`src/rtl/msi_pkg.sv`:
```
`default_nettype none
// ============================================================================
// Module   : msi_pkg
// Purpose  : Shared definitions for the MSI snooping bus and the cache
//            controllers. Covers the bus message encodings and the bus
//            controller state encoding.
// Revision : 1.0 - initial release
// ============================================================================
package msi_pkg;

  // Bus message encodings carried on bus_msg_o and req_msg_i
  localparam logic [1:0] BUS_RD    = 2'b00;
  localparam logic [1:0] BUS_RDX   = 2'b01;
  localparam logic [1:0] BUS_UPGR  = 2'b10;
  localparam logic [1:0] BUS_FLUSH = 2'b11;

  // Bus controller transaction sequencing
  typedef enum logic [2:0] {
    ST_IDLE  = 3'd0,
    ST_BCAST = 3'd1,
    ST_SNOOP = 3'd2,
    ST_FLUSH = 3'd3,
    ST_MEM   = 3'd4,
    ST_DONE  = 3'd5
  } bus_state_e;

  // An upgrade needs no data, so a clean snoop completes it without memory.
  function automatic logic is_upgrade(input logic [1:0] msg);
    return msg == BUS_UPGR;
  endfunction

endpackage
`default_nettype wire

```
`src/rtl/rr_arbiter.sv`:
```
`default_nettype none
// ============================================================================
// Module   : rr_arbiter
// Purpose  : Combinational round-robin arbiter. Searches the request vector
//            starting at the pointer position and wrapping around; the first
//            asserted request wins.
// Ports    : req_i   in  N        request vector
//            ptr_i   in  IDX_W    search start position (< N)
//            gnt_o   out N        one-hot grant (0 when no request)
//            idx_o   out IDX_W    index of the granted requester
//            vld_o   out 1        at least one request present
// Revision : 1.0 - initial release
// ============================================================================
module rr_arbiter #(
  parameter int N     = 2,
  parameter int IDX_W = 1
) (
  input  logic [N-1:0]     req_i,
  input  logic [IDX_W-1:0] ptr_i,
  output logic [N-1:0]     gnt_o,
  output logic [IDX_W-1:0] idx_o,
  output logic             vld_o
);

  int               w_pos;
  logic [IDX_W-1:0] w_sel;

  always_comb begin
    gnt_o = '0;
    idx_o = '0;
    vld_o = 1'b0;
    w_pos = 0;
    w_sel = '0;
    for (int i = 0; i < N; i++) begin
      // Wrap the search position without a modulo on a non-power-of-two N
      w_pos = int'(ptr_i) + i;
      if (w_pos >= N) begin
        w_pos = w_pos - N;
      end
      w_sel = IDX_W'(w_pos);
      if (!vld_o && req_i[w_sel]) begin
        vld_o        = 1'b1;
        idx_o        = w_sel;
        gnt_o[w_sel] = 1'b1;
      end
    end
  end

endmodule
`default_nettype wire

```
`src/rtl/msi_snoop_bus.sv`:
```
`default_nettype none
// ============================================================================
// Module   : msi_snoop_bus
// Purpose  : Shared snooping-bus controller for MSI caches. Arbitrates bus
//            requests round-robin, broadcasts the granted message to all
//            snoopers, samples flush responses, sequences memory read or
//            write-back, and pulses completion back to the requester.
// Ports    : clk_i        in  1              clock (rising edge)
//            rst_i        in  1              async active-low reset
//            req_vld_i    in  NUM_CACHES     per-cache request, held to done
//            req_msg_i    in  2*NUM_CACHES   per-cache message
//            req_addr_i   in  ADDR_W*NUM     per-cache line address
//            grant_o      out NUM_CACHES     one-hot transaction owner
//            bus_vld_o    out 1              broadcast strobe
//            bus_msg_o    out 2              broadcast message
//            bus_addr_o   out ADDR_W         broadcast line address
//            snp_flush_i  in  NUM_CACHES     snooper flush responses
//            mem_rd_o     out 1              memory read in progress
//            mem_wr_o     out 1              memory write-back strobe
//            mem_addr_o   out ADDR_W         memory address
//            done_o       out NUM_CACHES     completion pulse
//            data_c2c_o   out 1              data came cache-to-cache
//            err_o        out 1              sticky protocol error
// Revision : 1.0 - initial release
// ============================================================================
module msi_snoop_bus #(
  parameter int NUM_CACHES = 2,
  parameter int ADDR_W     = 1,
  parameter int MEM_LAT    = 4
) (
  input  logic                         clk_i,
  input  logic                         rst_i,
  input  logic [NUM_CACHES-1:0]        req_vld_i,
  input  logic [2*NUM_CACHES-1:0]      req_msg_i,
  input  logic [ADDR_W*NUM_CACHES-1:0] req_addr_i,
  output logic [NUM_CACHES-1:0]        grant_o,
  output logic                         bus_vld_o,
  output logic [1:0]                   bus_msg_o,
  output logic [ADDR_W-1:0]            bus_addr_o,
  input  logic [NUM_CACHES-1:0]        snp_flush_i,
  output logic                         mem_rd_o,
  output logic                         mem_wr_o,
  output logic [ADDR_W-1:0]            mem_addr_o,
  output logic [NUM_CACHES-1:0]        done_o,
  output logic                         data_c2c_o,
  output logic                         err_o
);

  import msi_pkg::*;

  localparam int IDX_W = (NUM_CACHES > 1) ? $clog2(NUM_CACHES) : 1;
  localparam int CNT_W = $clog2(MEM_LAT + 1);

  bus_state_e              r_state;
  bus_state_e              w_state_nxt;

  logic [IDX_W-1:0]        r_ptr;
  logic [NUM_CACHES-1:0]   r_grant;
  logic [1:0]              r_msg;
  logic [ADDR_W-1:0]       r_addr;
  logic                    r_c2c;
  logic                    r_err;
  logic [CNT_W-1:0]        r_cnt;

  logic [NUM_CACHES-1:0]   w_arb_gnt;
  logic [IDX_W-1:0]        w_arb_idx;
  logic                    w_arb_vld;
  logic [IDX_W-1:0]        w_ptr_nxt;

  logic [1:0]              w_req_msg  [NUM_CACHES];
  logic [ADDR_W-1:0]       w_req_addr [NUM_CACHES];

  logic [NUM_CACHES-1:0]   w_snp;
  logic                    w_snp_any;
  logic                    w_snp_multi;
  logic                    w_busy;

  // Split the flat per-cache request buses into indexable arrays
  genvar gi;
  generate
    for (gi = 0; gi < NUM_CACHES; gi++) begin : g_unpack
      assign w_req_msg[gi]  = req_msg_i[2*gi +: 2];
      assign w_req_addr[gi] = req_addr_i[ADDR_W*gi +: ADDR_W];
    end
  endgenerate

  rr_arbiter #(
    .N     (NUM_CACHES),
    .IDX_W (IDX_W)
  ) u_arb (
    .req_i (req_vld_i),
    .ptr_i (r_ptr),
    .gnt_o (w_arb_gnt),
    .idx_o (w_arb_idx),
    .vld_o (w_arb_vld)
  );

  assign w_ptr_nxt = (w_arb_idx == IDX_W'(NUM_CACHES - 1)) ? '0
                                                            : w_arb_idx + IDX_W'(1);

  // The requester never responds to its own broadcast; mask it out.
  // A vector with more than one bit set survives clearing its lowest bit.
  assign w_snp       = snp_flush_i & ~r_grant;
  assign w_snp_any   = |w_snp;
  assign w_snp_multi = |(w_snp & (w_snp - NUM_CACHES'(1)));
  assign w_busy      = (r_state != ST_IDLE);

  // --------------------------------------------------------------------------
  // State register
  // --------------------------------------------------------------------------
  always_ff @(posedge clk_i or negedge rst_i) begin
    if (!rst_i) begin
      r_state <= ST_IDLE;
    end else begin
      r_state <= w_state_nxt;
    end
  end

  // --------------------------------------------------------------------------
  // Next-state logic
  // --------------------------------------------------------------------------
  always_comb begin
    w_state_nxt = r_state;
    case (r_state)
      ST_IDLE: begin
        if (w_arb_vld) begin
          w_state_nxt = ST_BCAST;
        end
      end
      ST_BCAST: begin
        // A voluntary write-back needs no snoop: the requester owns the data
        w_state_nxt = (r_msg == BUS_FLUSH) ? ST_FLUSH : ST_SNOOP;
      end
      ST_SNOOP: begin
        if (w_snp_any) begin
          w_state_nxt = ST_FLUSH;
        end else if (is_upgrade(r_msg)) begin
          w_state_nxt = ST_DONE;
        end else begin
          w_state_nxt = ST_MEM;
        end
      end
      ST_FLUSH: w_state_nxt = ST_DONE;
      ST_MEM: begin
        if (r_cnt == CNT_W'(1)) begin
          w_state_nxt = ST_DONE;
        end
      end
      ST_DONE:  w_state_nxt = ST_IDLE;
      default:  w_state_nxt = ST_IDLE;
    endcase
  end

  // --------------------------------------------------------------------------
  // Transaction datapath
  // --------------------------------------------------------------------------
  always_ff @(posedge clk_i or negedge rst_i) begin
    if (!rst_i) begin
      r_ptr   <= '0;
      r_grant <= '0;
      r_msg   <= '0;
      r_addr  <= '0;
      r_c2c   <= 1'b0;
      r_err   <= 1'b0;
      r_cnt   <= '0;
    end else begin
      case (r_state)
        ST_IDLE: begin
          if (w_arb_vld) begin
            r_grant <= w_arb_gnt;
            r_msg   <= w_req_msg[w_arb_idx];
            r_addr  <= w_req_addr[w_arb_idx];
            r_c2c   <= 1'b0;
            r_ptr   <= w_ptr_nxt;
          end
        end
        ST_SNOOP: begin
          if (w_snp_any) begin
            r_c2c <= 1'b1;
          end
          // Two owners of an M line, or an owner seen by an upgrader whose
          // own copy must have been S, both mean the caches disagree.
          if (w_snp_multi || (w_snp_any && is_upgrade(r_msg))) begin
            r_err <= 1'b1;
          end
          r_cnt <= CNT_W'(MEM_LAT);
        end
        ST_MEM: begin
          r_cnt <= r_cnt - CNT_W'(1);
        end
        default: begin
        end
      endcase
    end
  end

  // --------------------------------------------------------------------------
  // Outputs decoded from registered state so reset clears them at once
  // --------------------------------------------------------------------------
  always_comb begin
    grant_o    = '0;
    bus_vld_o  = 1'b0;
    bus_msg_o  = '0;
    bus_addr_o = '0;
    mem_rd_o   = 1'b0;
    mem_wr_o   = 1'b0;
    mem_addr_o = '0;
    done_o     = '0;
    data_c2c_o = 1'b0;
    err_o      = r_err;
    if (w_busy) begin
      grant_o    = r_grant;
      bus_msg_o  = r_msg;
      bus_addr_o = r_addr;
    end
    case (r_state)
      ST_BCAST: bus_vld_o = 1'b1;
      ST_FLUSH: begin
        mem_wr_o   = 1'b1;
        mem_addr_o = r_addr;
      end
      ST_MEM: begin
        mem_rd_o   = 1'b1;
        mem_addr_o = r_addr;
      end
      ST_DONE: begin
        done_o     = r_grant;
        data_c2c_o = r_c2c;
      end
      default: begin
      end
    endcase
  end

endmodule
`default_nettype wire

```
`config.mk`:
```
export PLATFORM = sky130hd
export DESIGN_NAME = msi_snoop_bus
export DESIGN_NICKNAME = d
export VERILOG_FILES = /design/src/rtl/msi_pkg.sv /design/src/rtl/rr_arbiter.sv /design/src/rtl/msi_snoop_bus.sv
export SDC_FILE = /design/constraint.sdc
export NUM_CORES = 1
export LEC_CHECK = 0
export ABC_AREA = 1
export CORE_MARGIN = 10
export CORE_UTILIZATION = 40
export CTS_CLUSTER_SIZE = 16
export DETAILED_ROUTE_END_ITERATION = 8
export GPL_TIMING_DRIVEN = 0
export PLACE_DENSITY = 0.81
export SYNTH_ARGS = -nofsm -noshare
export SYNTH_HDL_FRONTEND = slang
export SYNTH_SLANG_ARGS = --single-unit
```
`constraint.sdc`:
```
create_clock -name clk_i -period 1.1 [get_ports clk_i]
set_input_delay 0.275 -clock clk_i [delete_from_list [all_inputs] [get_ports clk_i]]
set_output_delay 0.275 -clock clk_i [all_outputs]
set_load 0.02 [all_outputs]
```
## Yosys cells after proc, flatten, opt, wreduce, memory -nomap -nowiden

Index checks and enable logic that the tools add are counted.

| storage, ports and cells | value |
|---|---|
| bits in registers | 14 |
| input bits | 12 |
| output and inout bits | 13 |
| logic and storage cells | 96 |

| operators by class | value |
|---|---|
| add/subtract/negate cells | 6 |
| magnitude comparators | 7 |
| equality and inequality tests | 11 |
| multiplexer cells | 42 |
| bitwise gates (word level) | 5 |
| reduce and logical (&&, ||, !) cells | 17 |

Operators with widths:

| operator | number |
|---|---|
| $mux 1 | 26 |
| $mux 2 | 8 |
| $pmux 3 s5 | 1 |
| $mux 3 | 3 |
| $eq 3x1->1 const B | 2 |
| $eq 3x2->1 const B | 2 |
| $eq 3x3->1 const B | 2 |
| $pmux 3 s2 | 1 |
| $reduce_and 2->1 | 3 |
| $reduce_or 2->1 | 3 |
| $and 2x2->2 | 2 |
| $eq 2x2->1 const B | 2 |
| $ge 2x2->1 const B | 2 |
| $logic_and 1x1->1 | 4 |
| $lt 1x2->1 const B | 2 |
| $ne 2x2->1 const B | 2 |
| $reduce_bool 2->1 | 2 |
| $logic_not 3->1 | 1 |
| $reduce_and 3->1 | 1 |
| $reduce_bool 3->1 | 1 |
| $sub 3x1->3 const B | 1 |
| $add 1x1->2 const B | 1 |
| $demux 1 s1 | 2 |
| $ge 1x1->1 const B | 2 |
| 11 further kinds | 12 |

## Logic depth before layout (Yosys ltp)

Gate-level depths: netlist of run 1.

| depth | value |
|---|---|
| word-level depth | 12 |
| depth in mapped cells | 7 |
| mapped depth without buffers | 7 |

## Cells and area by module

From an unflattened synthesis of run 1, not the netlist that was laid out.

| unflattened totals | value |
|---|---|
| cell total of the unflattened synthesis | 121 |
| area, all modules | 850.8 um^2 |

By module, submodules not included:

| module | instances | cells an instance | area an instance (um^2) | seq. area each (um^2) |
|---|---|---|---|---|
| msi_snoop_bus | 1 | 107 | 795.8 | 350.3 |
| rr_arbiter | 1 | 14 | 55.1 | 0.0 |

## Least setup slack after synthesis of run 1

No wires, ideal clock.

| timing | value |
|---|---|
| path kind | reg-to-output |
| from | reg r_state[2] |
| to | out mem_addr_o |
| data arrival time | 1.234 ns |
| required time | 0.825 ns |
| path slack | -0.409 ns |
| cell stages (with the launch flop) | 4 |
| path buffers | 0 |
| cell sequence | dfrtp_1 -> nor2_1 -> nor2_1 -> nor2_1 |

| between the ends | value |
|---|---|
| cells in the longest elaborated chain, start to end | 3 |
| elaborated cells on any way between the ends | 4 |
| those cells by class | eq/ne (2); mux (1); reduce/logical (1) |

Ends and longest elaborated chain:

| what | RTL line | RTL |
|---|---|---|
| start: declaration | msi_snoop_bus.sv:54 | `bus_state_e r_state;` |
| start signal: assignment | msi_snoop_bus.sv:115 | `r_state <= w_state_nxt;` |
| $eq 3x3->1 or $eq 3x2->1 (tied branches) | msi_snoop_bus.sv:216 | `case (r_state)` |
| $reduce_or 2->1 (no source line) * | n/a |  |
| $mux 1 * | msi_snoop_bus.sv:216 |  |
| end: declaration | msi_snoop_bus.sv:43 | `output logic [ADDR_W-1:0] mem_addr_o,` |

Mark *: on every way between the ends. The rest lies on a longest branch, timed or not.

## Final worst setup path of run 1

| timing | value |
|---|---|
| from | reg r_state[1] |
| to | out grant_o[0] |

| between the ends | value |
|---|---|
| cells in the longest elaborated chain, start to end | 2 |

Ends and longest elaborated chain:

| what | RTL line | RTL |
|---|---|---|
| $reduce_bool 3->1 | msi_snoop_bus.sv:106 | `assign w_busy = (r_state != ST_IDLE);` |
| $mux 2 | msi_snoop_bus.sv:211 | `if (w_busy) begin` |
| end: declaration | msi_snoop_bus.sv:36 | `output logic [NUM_CACHES-1:0] grant_o,` |

Every way passes these cells.

==> results of run 1 <==
## stage by stage
step	TNS [ps]	worst slack (ps)	total power (µW)	instance area, µm²	util
after floorplan	-1060	-154	2490	942	-
after global placement	-11650	-712	3090	1220	0.608
after detailed placement	-12530	-718	3150	1220	0.608
after CTS	-6460	-524	3850	1330	0.666
after global routing	-8830	-553	4510	1440	0.717
final	-7170	-509	4170	1440	0.717
## area by class of cell
type / count / area, µm²
Timing Repair Buffer: 36 / 348
Inverter: 20 / 80.1
Fill cell: 151 / 567
Sequential cell: 14 / 354
Tap cell: 27 / 33.8
Multi-Input combinational cell: 92 / 577
Buffer: 1 / 20.0
Clock buffer: 3 / 22.5
## cell usage after synthesis, types with 2 or more instances
cell and instances:
sky130_fd_sc_hd__nand2_1 41, sky130_fd_sc_hd__nor2_1 23, sky130_fd_sc_hd__inv_1 17, sky130_fd_sc_hd__dfrtp_1 14, sky130_fd_sc_hd__nand3_1 10, sky130_fd_sc_hd__nand2_2 4
sky130_fd_sc_hd__inv_2 3, sky130_fd_sc_hd__ha_1 2, sky130_fd_sc_hd__nor2_2 2
## flip-flops by register name, summed over array words and instances (netlist names)
| signal | cells |
|---|---|
| r_cnt | 3 |
| r_state | 3 |
| r_grant | 2 |
| r_msg | 2 |
| err_o | 1 |
| r_addr | 1 |
| r_c2c | 1 |
| r_ptr | 1 |
## layout by cell type, fill, tap and decap left out, drive strengths merged
cell type / n
inv: 20
dfrtp: 14
o21bai: 1
a21oi: 1
o21ai: 3
o211ai: 1
clkbuf: 3
nand2: 46
nor2: 26
or2: 1
clkdlybuf4s50: 9
dlygate4sd2: 2
o22ai: 1
nand3: 10
buf: 26
ha: 2
## metal layers
layer / vias to the layer above / wire length, µm
met5: - / 0
met4: 0 / 43
met3: 5 / 197
met2: 30 / 1290
met1: 421 / 962
li1: 467 / -
## where the power goes
group / switching (µW) / internal, µW
Clock: 172 / 127
Sequential: 270 / 760
Combinational: 1550 / 1290
Total: 1990 / 2170
## logic make-up (layout without fill, tap and decap cells)
logic type	Yosys count	count (layout)
flops	14	14
simple gates	83	83
compound gates	7	7
buf+inv	21	60
fa+ha+maj	2	2
## timing repair
action / in CTS / in global routing
gates resized for setup: 96 / 16
buffers inserted: 6 / 7
pin swaps: 12 / 10
setup endpoints to repair: 26 / 26
endpoints found under the hold margin: 0 / 0
## worst max path at each step
stage / from / to / slack (ps) / depth (start not counted)
floorplan: r_state[1] / mem_addr_o / -150 / 5
global placement: r_state[1] / mem_addr_o / -710 / 6
detailed placement: r_state[0] / data_c2c_o / -720 / 5
CTS: r_state[0] / grant_o[0] / -520 / 6
global route: r_state[0] / bus_msg_o[0] / -550 / 6
finish: r_state[1] / grant_o[0] / -510 / 6
## worst reg2reg max path, cell delays in order (launching register included)
cell and delay, ps:
sky130_fd_sc_hd__dfrtp_2 480, sky130_fd_sc_hd__inv_2 80, sky130_fd_sc_hd__nand2_2 60, sky130_fd_sc_hd__nor2_4 110, sky130_fd_sc_hd__buf_4 120, sky130_fd_sc_hd__buf_4 110, sky130_fd_sc_hd__nand2_4 80, sky130_fd_sc_hd__nand2_1 70
sky130_fd_sc_hd__nand2_1 50
==> results.txt, run 1 <==
For the pin with the worst max-slew slack, the measured transition is 661 ps. The initial antenna violation count is 0. The tools report the routing usage on met1 as 0.133.

The cell family contributing the most delay on the critical path is flip-flops. The area share of the largest cell type after synthesis came out at 0.406. The number of warnings issued by yosys came out at 0. The worst register-to-register path ends at r_grant[1]. The core outline area is 2000 µm², and the total leakage power is 0.000729 µW.

TritonCTS built the clock tree. After synthesis, the largest family of logic cells by area is simple AND/OR/NAND/NOR gates. Dominant cell type by count on the critical path: sky130_fd_sc_hd__nor2_4. The run gives 0 as the number of max-slew violations in the final report. The arrival time of data at the critical path endpoint is 1330 ps. The clock sink total was 14; the complex-gate fraction of the synthesized area was 0.0522. The tools report the kind of end point of the critical path as a primary output. Summed over all instances, the cell type with the most area after synthesis is sky130_fd_sc_hd__dfrtp_1. The run gives 0 as the overall overflow remaining after global route. The met2 demand-to-capacity share in global routing is 0.207. The critical path in this run is classified as reg -> out. The floorplan step set the die width to 66.5 µm.

The primary flip-flop cell chosen by synthesis mapping is sky130_fd_sc_hd__dfrtp_1. Setup violations remaining at the end of the flow were counted as 25. The run finished, with violations left. Hold is met by 388 ps. The met3 capacity usage during global routing was 0.0318; the pin count of the biggest net entering global routing was 15. For the worst flop-to-flop path, the logic depth is 8. When the netlist entered floorplanning its net count stood at 141. For the relative slew slack, the log shows 0.558. The number of hold buffers added after CTS was 0. On the worst path, the slowest cell contributes a delay of 480 ps.

The H-tree level count is 1. Walking the worst path, the cells encountered are inv_2, nand2_2, nor2_4, buf_12, nor2_4, buf_6. Subtracting the final worst setup slack from the clock period gives 1610 ps. For the final database, setup skew stands at 1.38 ps. After synthesis the cells add up to 863 µm². The first TritonRoute pass finished after 4 iterations. The number of buffer and inverter stages on the critical path works out to 3.

For this design, the slowest cell found on the critical path is sky130_fd_sc_hd__dfrtp_2. Clock-pin slew was measured on the worst setup and hold paths at 80 ps. Sorting the synthesized cells by area gives the leading types as sky130_fd_sc_hd__dfrtp_1, sky130_fd_sc_hd__nand2_1, sky130_fd_sc_hd__nor2_1. The final HPWL from detailed placement is 1740 µm, and the count of vias placed by the detailed router is 923.

The floorplan step set the die height to 66.5 µm. The final period utilization was 1.46. No sink is reached through more buffers than the 2 on the longest clock path.

The first global-routing pass estimated 4220 µm of wire. Counting flops with a built-in enable in the synthesized netlist gives 0. The most used routing layer in global routing is met2.

In this run, synthesis produced a sequential element count of 14. For the area enclosed by the die boundary, the log shows 4420 µm². The fraction of the mapped netlist area in simple logic gates works out to 0.413. Number of global-route vias before repair: 936. The reg-to-reg critical path startpoint was r_state[1].

Compared with the post-synthesis result, the final layout area differs by 66.2%. For this design the ratio of total power to cell area is 2910 nW/µm². Area share of fa/ha/maj cells after synthesis: 0.0290. The congestion estimate from routability-driven global placement came to 0.798. CTS buffer count: 3.

Setup repair after global routing could not meet its margin everywhere. Across the run, the number of max-cap violations was 0. The worst endpoint required time is 820 ps, and the proportion of layout cells with a drive suffix above 1 is 0.464. The number of nets with antenna violations after detailed routing is 0.

The initialized floorplan defines 16 standard-cell rows. The synthesized netlist contains 20 unique library cells. Kind of start point of the critical path: a register. The logs give 193 for the number of standard cells in the final layout excluding fillers and 182 for the number of nets in the finished design. The maximum clock frequency was 621 MHz; the xor/xnor cell area share of the yosys netlist was 0. Setup slack of the critical path after layout: -509 ps. The worst-case IR drop observed on VDD is 1.86 mV. Register area share after synthesis: 0.406. The total detailed-routing wirelength is 2500 µm, and the maximum fanout count along the critical path is 6. Clock tree synthesis selected as its root buffer the cell sky130_fd_sc_hd__clkbuf_4. The antenna cell count was 0; the DRC violation count after routing was 0. A synthesized cell averages 6.80 µm². After technology mapping, the gate count stands at 127.

For flop-to-flop paths, the worst setup slack is -190 ps. The detailed router finished its first iteration with 39 violations. The async set or reset register ratio after synthesis was 1.00.

The logs give 290 ps for the clock insertion delay at the later pin of the skew report and 0.431 for the effective utilization at floorplan. The logs give 0.118 for the aggregate global-route resource usage and 178 for the placed cell count. Fraction of synthesized area in multiplexers: 0.

During placement, the flow inserted port buffers numbering 24. In the routed layout, each cell is associated on average with a via count of 4.78. The run gives 0 as the number of endpoints with negative hold slack in the final report.

25 I/O pins were placed. The final reports fail on setup timing. The routed wirelength normalized by instance count works out to 12.9 µm.

The worst hold path class is in -> async.
Power figures use the tool's default switching activity.
==> run 2: changes to the inputs <==
--- a/config.mk
+++ b/config.mk
@@ -11,7 +11,8 @@
 export CTS_CLUSTER_SIZE = 16
 export DETAILED_ROUTE_END_ITERATION = 8
 export GPL_TIMING_DRIVEN = 0
-export PLACE_DENSITY = 0.81
+export PLACE_DENSITY = 0.78
+export RECOVER_POWER = 100
 export SYNTH_ARGS = -nofsm -noshare
 export SYNTH_HDL_FRONTEND = slang
 export SYNTH_SLANG_ARGS = --single-unit
==> constraint.sdc (replaced) <==
create_clock -name clk_i -period 1.9 [get_ports clk_i]
set_input_delay 0.475 -clock clk_i [delete_from_list [all_inputs] [get_ports clk_i]]
set_output_delay 0.475 -clock clk_i [all_outputs]
set_load 0.02 [all_outputs]
==> results.txt, run 2 (synthesis gave the netlist of run 1 again) <==
TritonCTS built the clock tree. The core outline area is 2000 µm² (unchanged), and the peak supply drop is 0.940 mV (-49%). The arrival time of data at the critical path endpoint was 1370 ps (+40 ps). Worst setup skew after layout: 1.06 ps (-0.322 ps).

For the maximum number of buffers from clock root to sink, the log shows 2 (unchanged). The clock sink total is 14 (unchanged). The worst hold path class is reg -> reg.

The tools report the number of top-level design ports as 25 (unchanged). The register clock-pin slew on the reported worst setup and hold paths came out at 80 ps (about the same). The part of the total power dissipated in sequential elements came out at 0.306 (+0.059). For this design, the slowest cell found on the critical path is sky130_fd_sc_hd__dfrtp_2. For the aggregate global-route resource usage, the log shows 0.103 (-0.0151).

The pin count of the biggest net entering global routing is 15 (unchanged). The worst setup path is launched from a register. The die height is 66.5 µm (unchanged). In the final layout, the registers with the most flip-flops are r_cnt x3, r_state x3.

The routed via count divided by cell count is 4.68 (-2.0%). The first-pass GRT wire length was 3700 µm (-12%). The logs give 0 (unchanged) for the initial antenna violation count and 0.431 (unchanged) for the effective utilization at floorplan. For the finished layout, the period the worst path requires is 1850 ps.

The H-tree level count is 1 (unchanged), and the power density normalized to cell area is 1600 nW/µm² (-45%). Derived from the worst setup path, the maximum achievable clock frequency is 541 MHz. The die boundary width is 66.5 µm (unchanged), and the delay of the slowest cell on the worst path is 460 ps (-20 ps).

The net switching power came out at 889 µW (-55%). The signal on the critical path passes through nor2_4, nand2_2, inv_2, clkdlybuf4s15_1. The clock root buffer was sky130_fd_sc_hd__clkbuf_4. The number of endpoints with negative hold slack in the final report came out at 0 (unchanged).

For the combinational fraction of design power, the log shows 0.580 (-0.101). The post-layout total power came out at 1870 µW (-55%). For the final setup TNS, the log shows 0 ps (+7170 ps).

The layout filler cell count was 195 (+29%); the DRC violation count after routing was 0 (unchanged). The run gives 0 (unchanged) as the number of buffers inserted for hold repair after clock tree synthesis. The logs give 0 (unchanged) for the antenna cell count and 0 (unchanged) for the count of maximum capacitance violations. For the relative slew slack, the log shows 0.571 (+0.0138). The tools report the number of setup violations in the final report as 0 (-100%). The routed wirelength normalized by instance count is 11.7 µm (-9.8%). The flow ran to the end, and the final reports show no timing, DRC or antenna violations. The final estimated routing congestion in global placement came out at 0.817 (+2.3%). The logs give 985 µW (-55%) for the cell internal power dissipation and 862 (-6.6%) for the count of vias placed by the detailed router.

The number of buffer and inverter stages on the critical path works out to 2 (-1). The largest delay contributor family on the critical path was flip-flops. Total detailed-routing wirelength: 2150 µm (-14%). The final period utilization is 0.972. The count of standard-cell rows came out at 16 (unchanged). The area enclosed by the die boundary is 4420 µm² (unchanged).

The total leakage power came out at 0.000647 µW (-11%). The maximum fanout count along the critical path was 5 (-1). The worst setup path category is reg -> out.

Setup repair after global routing could not meet its margin everywhere. The tools report the number of global-route vias before repair as 879 (-6.1%). The number of max-slew violations in the final report is 0 (unchanged), and the DRC violation total after the first TritonRoute iteration is 22 (-44%). CTS buffer count: 3 (unchanged).

The clock insertion delay at the later pin of the skew report was 280 ps (about the same). STA classifies the critical path endpoint as a primary output. The proportion of layout cells with a drive suffix above 1 is 0.223 (-0.241). For the power share of the clock group, the log shows 0.114 (+0.042). The switching part of the total was 0.474 (-0.00402).

Leaving out fill and tap cells, the most frequent cells in the layout are sky130_fd_sc_hd__nand2_1, sky130_fd_sc_hd__nor2_1, sky130_fd_sc_hd__inv_1. The library cell used most frequently in the layout, excluding fill and tap cells, is sky130_fd_sc_hd__nand2_1. The number of nets in the finished design was 172 (-5.5%). The overall overflow remaining after global route was 0 (unchanged). The final HPWL from detailed placement is 1690 µm (-2.9%), and the number of nets with antenna violations after detailed routing is 0 (unchanged).

The area growth from synthesis to layout is 35.2%. The tools report the worst endpoint required time as 1420 ps (+600 ps). The count of TritonRoute iterations in the first routing pass was 4 (unchanged); the total of buffers placed on input and output ports was 24 (unchanged). Actual transition at the worst max-transition pin: 641 ps (-20.8 ps).
run 2: changes by cell type in the layout (fill, tap and decap cells not counted), sizes merged:
cell / before / now
buf: 26 / 13
clkdlybuf4s50: 9 / 11
clkdlybuf4s15: 0 / 1
dlygate4sd2: 2 / 1
clkbuf: 3 / 4
dlygate4sd3: 0 / 1
run 2: final timing paths:
path | startpoint | end | slack [ps] | cells after the start
max reg2reg | r_state[1] | r_ptr | 710 | 7
max | r_state[0] | mem_rd_o | 50 | 4
min reg2reg | r_grant[0] | r_grant[0] | 480 | 2
max in group asynchronous | rst_i | r_state[1] | 800 | 1
min in group asynchronous | rst_i | r_msg[0] | 650 | 1
min | r_grant[0] | r_grant[0] | 480 | 2
run 2: metal layers:
| metal | vias up | part of all wire | track usage |
|---|---|---|---|
| met4 | 0 | 0.0042 | 0.0236 |
| met2 | 23 | 0.46 | 0.177 |
| li1 | 442 | - | - |
| met1 | 395 | 0.47 | 0.114 |
| met5 | - | 0 | 0 |
| met3 | 2 | 0.064 | 0.0435 |
run 2: power by group through the flow:
stage          Sequential (µW)  Combinational (µW)  Clock (µW)
2_1_floorplan              545                 730           0
3_3_place_gp               551                1070           0
3_5_place_dp               558                1100           0
4_1_cts                    556                1120         222
5_1_grt                    591                1250         233
6_report                   574                1090         213
run 2: layout make-up:
class | count | area (µm²) | area share
repair buffers | 26 | 221 | 0.190
inverters | 20 | 75.1 | 0.0643
well taps | 27 | 33.8 | 0.0289
multi-input cells | 92 | 437 | 0.374
flip-flops and latches | 14 | 353 | 0.302
clock buffers | 4 | 36.3 | 0.0311
plain buffers | 1 | 11.3 | 0.00965
run 2: repair_timing:
action / 4_1_cts / 5_1_grt
setup buffers: 2 / 0
endpoints found under the setup margin: 12 / 12
resized for setup: 34 / 23
run 2: worst min-delay path: stages (launching register included):
cell	delay [ps]
sky130_fd_sc_hd__dfrtp_1	350
sky130_fd_sc_hd__nand2_1	50
sky130_fd_sc_hd__nand2_1	50
run 2: stage by stage:
step / setup slack (ps) / util / instance area [µm²] / instances / hold slack [ps]
final: 53.1 / 0.583 / 1170 / 184 / 476
after global routing: -52.2 / 0.583 / 1170 / 184 / 500
after CTS: -110 / 0.601 / 1200 / 184 / 483
after detailed placement: -159 / 0.568 / 1140 / 178 / 462
after global placement: -145 / 0.568 / 1140 / 178 / 460
after floorplan: 191 / - / 863 / 127 / 179
==> run 3: changes to the inputs <==
--- a/config.mk
+++ b/config.mk
@@ -7,11 +7,11 @@
 export LEC_CHECK = 0
 export ABC_AREA = 1
 export CORE_MARGIN = 10
-export CORE_UTILIZATION = 40
+export CORE_UTILIZATION = 30
 export CTS_CLUSTER_SIZE = 16
 export DETAILED_ROUTE_END_ITERATION = 8
 export GPL_TIMING_DRIVEN = 0
-export PLACE_DENSITY = 0.78
+export PLACE_DENSITY = 0.64
 export RECOVER_POWER = 100
 export SYNTH_ARGS = -nofsm -noshare
 export SYNTH_HDL_FRONTEND = slang
==> results.txt, run 3 (synthesis gave the netlist of run 1 again) <==
The tools report the final estimated routing congestion in global placement as 0.774 (-5.3%). The worst hold path belongs to the class reg -> reg. The instance count along the most critical hold path works out to 2 (unchanged). Worst setup path category: reg -> out. The tools report the startpoint of the worst hold path as r_grant[0].

The routed via count divided by cell count is 4.46 (-4.8%). The worst endpoint required time was 1420 ps (about the same); the final HPWL from detailed placement was 1740 µm (+2.9%). The DRC violation count after routing came out at 0 (unchanged). The routed metal-1 wire length is 981 µm (-2.0%). The largest registers in the layout are r_cnt x3, r_state x3. The tools report the effective utilization at floorplan as 0.313 (-0.118). The maximum fanout count along the critical path is 4 (-1). In the layout the commonest cells are sky130_fd_sc_hd__nand2_1, sky130_fd_sc_hd__nor2_1, sky130_fd_sc_hd__inv_1. The library cell used most frequently in the layout, excluding fill and tap cells, is sky130_fd_sc_hd__nand2_1. Power density normalized to cell area: 1570 nW/µm² (-2.1%). Relative to the synthesized area, the layout overhead comes to 34.2%. The post-layout total power is 1820 µW (-2.8%). The count of vias placed by the detailed router came out at 843 (-2.2%).

STA classifies the critical path endpoint as a primary output. The tools report the start point of the critical path as r_state[1]. The highest metal layer carrying signal wires in the routed design is met4. The tools report the clock sink total as 14 (unchanged).

Setup repair after global routing could not meet its margin everywhere. The run gives 174 (+1.2%) as the number of nets in the finished design. The area enclosed by the die boundary was 5420 µm² (+23%). The area taken by flip-flops and latches is 354 µm² (+0.35%), and the minimum clock period is 1840 ps (-8.23 ps).

The run gives 0 (unchanged) as the number of buffers inserted for hold repair after clock tree synthesis. The final period utilization was 0.968 (-0.00433); the CTS buffer count was 3 (unchanged). The run gives 24 (+9.1%) as the DRC violation total after the first TritonRoute iteration. The number of setup violations in the final report came out at 0 (unchanged).

Layout filler cell count: 311 (+59%). For the routed length on met2, the log shows 1010 µm (+1.1%). In this run the critical register-to-register path is launched from r_ptr. The pin count of the biggest net entering global routing was 15 (unchanged); the placed cell area was 1140 µm² (+0.44%). The tools report the H-tree level count as 1 (unchanged). Total leakage power: 0.000645 µW (-0.27%). The final core utilization came out at 0.420 (-0.163). The tools report the aggregate global-route resource usage as 0.0873 (-0.0155).

The routed wirelength normalized by instance count is 11.5 µm (-1.2%). Count of TritonRoute iterations in the first routing pass: 4 (unchanged). The flow ran to the end, and the final reports show no timing, DRC or antenna violations. The tools report the count of maximum capacitance violations as 0 (unchanged). The multi-input logic area was 432 µm² (-1.1%). The number of top-level design ports was 25 (unchanged); the die boundary width was 73.6 µm (+11%).

The number of cell instances on the worst register-to-register path is 7 (unchanged), and the final setup TNS is 0 ps (unchanged). The tools report the clock insertion delay at the later pin of the skew report as 280 ps (about the same). Maximum number of buffers from clock root to sink: 2 (unchanged). Die height: 73.6 µm (+11%). The run gives 0 (unchanged) as the overall overflow remaining after global route.

For the peak supply drop, the log shows 0.773 mV (-18%). The worst setup skew after layout is 0.745 ps (-0.316 ps), and the initial antenna violation count is 0 (unchanged). The actual transition at the worst max-transition pin was 652 ps (+11.6 ps); the number of nets with antenna violations after detailed routing was 0 (unchanged). STA classifies the critical path startpoint as a register. The relative slew slack was 0.564 (-0.00777). The proportion of layout cells with a drive suffix above 1 came out at 0.228 (+0.00492). The register clock-pin slew on the reported worst setup and hold paths works out to 80 ps (about the same).

The number of max-slew violations in the final report came out at 0 (unchanged). The total of buffers placed on input and output ports was 24 (unchanged). For the final non-filler cell area, the log shows 1160 µm² (-0.75%). For the number of endpoints with negative hold slack in the final report, the log shows 0 (unchanged). The tools report the sum of met3 wire segment lengths after detailed routing as 166 µm (+20%).

The run gives 544 MHz (+0.45%) as the maximum clock frequency. The tools report the first-pass GRT wire length as 3800 µm (+2.8%). The antenna cell count is 0 (unchanged), and the number of global-route vias before repair is 867 (-1.4%).

TritonCTS built the clock tree. The arrival time of data at the critical path endpoint came out at 1360 ps (about the same). The total detailed-routing wirelength was 2180 µm (+1.4%). Count of standard-cell rows: 19 (+3).

The clock root buffer is sky130_fd_sc_hd__clkbuf_4. The core outline area came out at 2760 µm² (+38%).
[run 3: final timing paths]
path,end,slack [ps]
max in group asynchronous,r_state[0],790
min,r_grant[0],480
max reg2reg,r_msg[1],600
min reg2reg,r_grant[0],480
max,mem_addr_o,60
min in group asynchronous,r_msg[0],660
[run 3: metal layers]
| metal | up-vias | global-route usage |
|---|---|---|
| li1 | 444 | - |
| met1 | 377 | 0.0974 |
| met2 | 18 | 0.142 |
| met3 | 4 | 0.0444 |
| met4 | 0 | 0.0248 |
| met5 | - | 0 |
[run 3: repair_timing]
action,4_1_cts,5_1_grt
setup endpoints to repair,12,12
gates cloned,0,0
resized for setup,41,18
setup buffers,3,1
pin swaps,0,1
[run 3: where the power goes]
group / internal (µW) / switching, µW
logic: 422 / 666
registers: 440 / 125
clock network: 73.6 / 94.2
total: 935 / 885
[run 3: area by class of cell]
class                   instances  area share
well taps                      31      0.0335
clock buffers                   3      0.0194
flip-flops and latches         14       0.306
multi-input cells              92       0.373
inverters                      20      0.0648
plain buffers                   1     0.00972
repair buffers                 28       0.194
[run 3: worst max-delay path, stage by stage (launching register included)]
cell,delay [ps]
sky130_fd_sc_hd__dfrtp_2,450
sky130_fd_sc_hd__nor2_4,130
sky130_fd_sc_hd__nand2_2,90
sky130_fd_sc_hd__inv_2,100
sky130_fd_sc_hd__nor2_1,60
sky130_fd_sc_hd__nor2_1,110
sky130_fd_sc_hd__buf_4,150
[run 3: through the flow]
stage	worst slack [ps]	instances	hold WS [ps]
floorplan	191	127	179
global placement	-175	182	459
detailed placement	-173	182	464
CTS	-8.46	188	484
global route	-61.2	189	505
finish	61.3	189	476
